<file path="src/rtl/addsub_arbiter.sv">
// Round-robin front end that shares one combinational add/sub datapath between two requesters.
// Optional overflow event counter: define ADDSUB_OVF_CNT_EN to add the ovf_cnt port.
module addsub_arbiter #(
  parameter int WIDTH = 16
`ifdef ADDSUB_OVF_CNT_EN
  , parameter int CNT_W = 16
`endif
) (
  input  logic               clk,
  input  logic               rst_n,
  input  logic [1:0]         req_valid,
  output logic [1:0]         req_ready,
  input  logic [2*WIDTH-1:0] req_a,
  input  logic [2*WIDTH-1:0] req_b,
  input  logic [1:0]         req_add,
  output logic               rsp_valid,
  input  logic               rsp_ready,
  output logic               rsp_id,
  output logic [WIDTH-1:0]   rsp_sum,
  output logic               rsp_cout,
  output logic               rsp_ovf,
  output logic [WIDTH-1:0]   dp_a,
  output logic [WIDTH-1:0]   dp_b,
  output logic               dp_add,
  input  logic [WIDTH-1:0]   dp_sum,
  input  logic               dp_cout,
  input  logic               dp_ovf
`ifdef ADDSUB_OVF_CNT_EN
  ,
  output logic [CNT_W-1:0]   ovf_cnt
`endif
);

  typedef enum logic [1:0] {
    IDLE = 2'd0,
    EXEC = 2'd1,
    RESP = 2'd2
  } state_t;

  state_t           state;
  state_t           state_next;
  logic             last_grant;
  logic             grant;
  logic             accept;
  logic [WIDTH-1:0] op_a;
  logic [WIDTH-1:0] op_b;
  logic             op_add;
  logic             op_id;

  // On a tie the requester that was not served last wins.
  always_comb begin
    grant = 1'b0;
    if (req_valid == 2'b11) begin
      grant = ~last_grant;
    end else if (req_valid == 2'b10) begin
      grant = 1'b1;
    end
  end

  assign accept    = (state == IDLE) && (req_valid != 2'b00);
  assign req_ready = accept ? (grant ? 2'b10 : 2'b01) : 2'b00;
  assign rsp_valid = (state == RESP);

  assign dp_a   = op_a;
  assign dp_b   = op_b;
  assign dp_add = op_add;

  always_comb begin
    state_next = state;
    case (state)
      IDLE: begin
        if (accept) begin
          state_next = EXEC;
        end
      end
      EXEC: begin
        state_next = RESP;
      end
      RESP: begin
        if (rsp_ready) begin
          state_next = IDLE;
        end
      end
      default: begin
        state_next = IDLE;
      end
    endcase
  end

  always_ff @(posedge clk) begin
    if (!rst_n) begin
      state      <= IDLE;
      last_grant <= 1'b1;
      op_a       <= '0;
      op_b       <= '0;
      op_add     <= 1'b0;
      op_id      <= 1'b0;
      rsp_id     <= 1'b0;
      rsp_sum    <= '0;
      rsp_cout   <= 1'b0;
      rsp_ovf    <= 1'b0;
    end else begin
      state <= state_next;
      if (accept) begin
        op_a       <= grant ? req_a[WIDTH +: WIDTH] : req_a[0 +: WIDTH];
        op_b       <= grant ? req_b[WIDTH +: WIDTH] : req_b[0 +: WIDTH];
        op_add     <= grant ? req_add[1] : req_add[0];
        op_id      <= grant;
        last_grant <= grant;
      end
      // The datapath result is captured once, at the end of the single EXEC cycle.
      if (state == EXEC) begin
        rsp_id   <= op_id;
        rsp_sum  <= dp_sum;
        rsp_cout <= dp_cout;
        rsp_ovf  <= dp_ovf;
      end
    end
  end

`ifdef ADDSUB_OVF_CNT_EN
  always_ff @(posedge clk) begin
    if (!rst_n) begin
      ovf_cnt <= '0;
    end else if ((state == EXEC) && dp_ovf && (ovf_cnt != {CNT_W{1'b1}})) begin
      ovf_cnt <= ovf_cnt + 1'b1;
    end
  end
`endif

endmodule

</file>
<file path="config.mk">
export PLATFORM = sky130hd
export DESIGN_NAME = addsub_arbiter
export DESIGN_NICKNAME = d
export VERILOG_FILES = /design/src/rtl/addsub_arbiter.sv
export SDC_FILE = /design/constraint.sdc
export NUM_CORES = 1
export LEC_CHECK = 0
export BUFFER_PORTS_ARGS = -buffer_cell sky130_fd_sc_hd__buf_2
export CAP_MARGIN = 20
export CORE_MARGIN = 3
export CORE_UTILIZATION = 39
export CTS_BUF_LIST = sky130_fd_sc_hd__clkbuf_16
export DETAILED_ROUTE_END_ITERATION = 10
export PLACE_DENSITY_LB_ADDON = 0.1
export SYNTH_ARGS = -nofsm -noshare
export SYNTH_HDL_FRONTEND = slang
export SYNTH_SLANG_ARGS = --single-unit
</file>
<file path="constraint.sdc">
create_clock -name clk -period 1.3 [get_ports clk]
set_input_delay 0.26 -clock clk [delete_from_list [all_inputs] [get_ports clk]]
set_output_delay 0.26 -clock clk [all_outputs]
set_load 0.01 [all_outputs]
</file>
---- Word level (Yosys, flattened, before mapping) ----
Cells that the tools add are included.
operators by class
  add/sub/neg operators ................... 0
  multipliers ............................. 0
  div/mod/pow operators ................... 0
  $lt $le $gt $ge ......................... 0
  equality and inequality tests ........... 6
  shifts and indexed selects .............. 0
  multiplexer cells ....................... 10
  bitwise gates (word level) .............. 1
  reductions and logical operators ........ 4
operators by type and width
  kind                                                                   number
  16-bit two-way mux                                                     2
  2-bit two-way mux                                                      4
  2-bit equality test, second input constant                             3
  2-bit case mux with 3 select lines                                     1
  1-bit two-way mux                                                      3
  2-bit by 1-bit equality test with 1-bit output, second input constant  1
  2-bit zero test                                                        1
  2-bit by 1-bit != test with 1-bit output, second input constant        1
  2-bit != test, second input constant                                   1
  2-bit AND reduction                                                    1
  2-bit nonzero test                                                     1
  1-bit logical AND                                                      1
  1-bit NOT                                                              1
word-level totals
  register bits ........................... 56
  latch bits .............................. 0
  memory bits (writable) .................. 0
  bits in read-only memories .............. 0
  bits of input ports ..................... 89
  output and inout bits ................... 55
  word-level logic and storage cells ...... 31
  memories kept ........................... 0

---- Longest topological paths before layout ----
  depth after elaboration ................. 5
  depth in mapped cells ................... 5
  depth with buffers taken out ............ 3

---- Least setup slack after synthesis ----
No wires, ideal clock.
  path type ............................... reg2reg
  from .................................... register state[0]
  to ...................................... register op_a[0] (netlist: dp_a[0])
  setup time .............................. 0.133 ns
  arrival ................................. 1.089 ns
  data required time ...................... 1.167 ns
  path slack .............................. 0.078 ns
  cell stages (with the launch flop) ...... 6
  path buffers ............................ 2
  period minus slack after synthesis ...... 1.222 ns
  cells stage by stage .................... dfxtp_1 -> or2_1 -> buf_4 -> buf_4 -> o21ai_1 -> a31oi_1
between the ends
  longest elaborated chain between the ends .. 2
RTL lines
  what                    line  text
  from (decl)             40    state_t state;
  from (signal assigned)  103   state <= state_next;
  2-bit zero test         60    assign accept = (state == IDLE) && (req_valid != 2'b00);
  1-bit logical AND       60
  to (signal assigned)    105   op_a <= grant ? req_a[WIDTH +: WIDTH] : req_a[0 +: WIDTH];
  to (decl)               45    logic [WIDTH-1:0] op_a;
Every way passes these cells.
A chain may end at the register's enable or synchronous reset.

---- Final worst setup path ----
  from .................................... register state[0]
  to ...................................... output req_ready[0]
between the ends
  longest elaborated chain between the ends .. 3
RTL lines
  what               line  text
  2-bit zero test    60
  1-bit logical AND  60
  2-bit two-way mux  61    assign req_ready = accept ? (grant ? 2'b10 : 2'b01) : 2'b00;
  to (decl)          12    output logic [1:0] req_ready,
Every way passes these cells.

==> flow_summary_export.csv <==
group,metric,value,unit
status,status,"finished with violations",
status,violations,"setup timing",
floorplan,fp.dieH,83.6,um
layout,diodes,0,
critical_path,reg2reg_depth,7,
drt,viasPerCell,5.28,
worst_hold_path,hold_path_class,"input pin to flip-flop",
floorplan,dieWidth,83.6,um
critical_path,critPathBufInv,1,
synthesis,syn-cell-area,0.00235,mm2
global_routing,grt_pass1_wl,11900,um
global_routing,track_usage,20.2,%
run,maxCapViolCount,0,
cts,clock_path_buffers,2,
power,clockPowerShare,33.4,%
synthesis,syn-num-nets,382,
placed_design,place_hpwl,5070,um
critical_path,path_cells,"nor2_4 > and3_4 > buf_6",
critical_path,cp_top_family,"flip-flops",
cts,root_buffer,"clkbuf_16",
power,pwr-share-comb,23.5,%
sta,grt_setup_unrepaired,"true",
cts,clk_pin_slew,70,ps
cts,cts_hold_buffers,0,
worst_hold_path,whs_path_depth,2,
sta,post-route-period-util,105,%
power,internal_power,3.27,mW
floorplan,start_util,41.4,%
power,power_density,1300,mW/mm2
layout,drive_gt1_share,42.4,%
critical_path,cp.depth,3,
sta,layout_setup_ws,-62.9,ps
critical_path,worst-endpoint-arrival,1100,ps
global_routing,grt_pass1_vias,2568,
sta,drv_slew,0,
drt,drtIter0Drc,149,
placed_design,placed_cell_area,0.00316,mm2
floorplan,rows,27,
drt,detail-route-antenna-nets,0,
synthesis,ys_ff_latch,56,
power,netSwitchingPower,1.25,mW
power,p_leak,1.58,nW
sta,fmax,734,MHz
synthesis,ys_warn_count,0,
layout,fin_util,61.2,%
drt,wl,7310,um
drt,wl_per_cell,14.2,um
placed_design,globalplace.congestion,0.766,
floorplan,ioPinCount,144,
sta,tightest_slew,320,ps
global_routing,grt_max_degree,29,
layout,syn_to_final_growth,47.8,%
critical_path,cp_max_fo,5,
synthesis,synthDistinctLibCells,22,
cts,cts.sinks,56,
critical_path,slowest_stage,"dfxtp_4",
global_routing,grt_overflow_total,0,
sta,setup_violations,2,
synthesis,syn_inst,293,
sta,finalHoldViolations,0,
drt,drc,0,
sta,fin_crit,1360,ps
synthesis,avgSynthCellArea,8.02,um2
critical_path,crit_path_start_kind,"flip-flop",
layout,fin_area,0.00348,mm2
drt,drt-pass1-iter-count,4,
cts,cts_tree,"done",
critical_path,critPathKind,"flip-flop to output pin",
layout,final_nets,529,
global_routing,grt_antenna_before_repair,0,
floorplan,core,0.00568,mm2
critical_path,critPathMaxStageDelay,370,ps
power,peakVddDrop,0.849,mV
sta,fin_skew,7.18,ps
sta,fin_hold_ws,192,ps
cts,htree_num_levels,2,
cts,cts_inserted_buffers,5,
power,p_sw_share,27.6,%
cts,insertion_delay,290,ps
drt,vias,2709,
critical_path,cp.required,1040,ps
layout,num-fill-cells,529,
placed_design,numPortBuffers,143,
sta,slew_headroom,78.6,%
floorplan,die-area,0.00700,mm2
synthesis,seq_area_frac_synth,47.7,%
critical_path,endpoint_kind,"output pin",
power,seqPwrFrac,43.1,%
[cell families after synthesis]
family          share of synthesized area (%)
simple gates                             24.3
buf+inv                                  6.81
flops                                    47.7
compound gates                           21.2
[synthesized netlist by cell type (all sizes together)]
| cell | number | area, um2 |
|---|---|---|
| and3 | 1 | 6.26 |
| o21ai | 34 | 170 |
| a21boi | 1 | 11.3 |
| clkbuf | 9 | 33.8 |
| inv | 1 | 3.75 |
| nand3b | 1 | 7.51 |
| nor3b | 1 | 18.8 |
| or2 | 1 | 6.26 |
| and2 | 1 | 6.26 |
| nand2 | 38 | 143 |
| nor3 | 2 | 10.0 |
| a31oi | 33 | 206 |
| nor2 | 2 | 12.5 |
| buf | 20 | 123 |
| o21ba | 1 | 10.0 |
| nand3 | 66 | 330 |
| nand2b | 3 | 18.8 |
| dfxtp | 56 | 1120 |
| a21oi | 20 | 100 |
| nor2b | 2 | 12.5 |
[power groups by stage]
stage | registers, mW | clock network (mW) | logic, mW
final | 1.95 | 1.51 | 1.06
after detailed placement | 1.98 | 0 | 0.955
after CTS | 1.95 | 1.54 | 1.00
after global placement | 1.98 | 0 | 0.950
after floorplan | 2.04 | 0 | 0.482
after global routing | 1.96 | 1.63 | 1.16
[path summary, 6_finish.rpt]
| check | from | endpoint | slack, ps |
|---|---|---|---|
| setup reg to reg | state[0] | dp_a[0] | 20 |
| setup / recovery | state[0] | req_ready[0] | -60 |
| hold reg to reg | rsp_sum[12] | rsp_sum[12] | 450 |
| hold / removal | rst_n | last_grant | 190 |
[placed cells by master (no fill, tap or decap), drive strengths merged, types with 2 or more instances in the layout]
cell / count
a21oi: 20
buf: 168
nand3: 66
clkinv: 2
a31oi: 33
nor2b: 2
nor3: 2
nand2: 38
clkbuf: 6
nor2: 2
o21ai: 34
dfxtp: 56
nand2b: 3
[through the flow]
stage / TNS, ps / power [mW] / cells / setup slack, ps
6_report: -112 / 4.51 / 513 / -62.9
4_1_cts: -123 / 4.49 / 509 / -72.6
3_5_place_dp: 0 / 2.94 / 497 / 62.2
2_1_floorplan: 0 / 2.52 / 293 / 78.2
3_3_place_gp: 0 / 2.93 / 497 / 97.9
5_1_grt: -1030 / 4.75 / 513 / -125
[per-layer routing]
metal	routed length (um)	vias to the layer above	global-route usage, %	share of wire [%]
met5	0	-	0	0
met4	81	0	5.26	1.1
met3	600	6	5.92	8.2
met2	3310	117	32.4	45
met1	3310	1241	26.5	45
li1	-	1345	-	-
[registers in the layout, indices dropped and copies added (netlist names)]
signal	count
dp_a	16
dp_b	16
rsp_sum	16
state	2
dp_add	1
last_grant	1
op_id	1
rsp_cout	1
rsp_id	1
rsp_ovf	1
[area by class of cell]
| class | instances | area (um2) | area share, % |
|---|---|---|---|
| Sequential cell | 56 | 1130 | 32.5 |
| Multi-Input combinational cell | 207 | 1090 | 31.5 |
| Timing Repair Buffer | 169 | 990 | 28.5 |
| Clock buffer | 5 | 125 | 3.60 |
| Tap cell | 72 | 90.1 | 2.59 |
| Clock inverter | 3 | 42.5 | 1.22 |
| Inverter | 1 | 3.75 | 0.108 |
[what timing repair did]
item | CTS | global route
gates resized for setup | 10 | 8
buffers inserted | 4 | 3
cloned | 0 | 1
setup endpoints to repair | 3 | 23
pin swaps | 1 | 8
(Power assumes the default switching activity.)
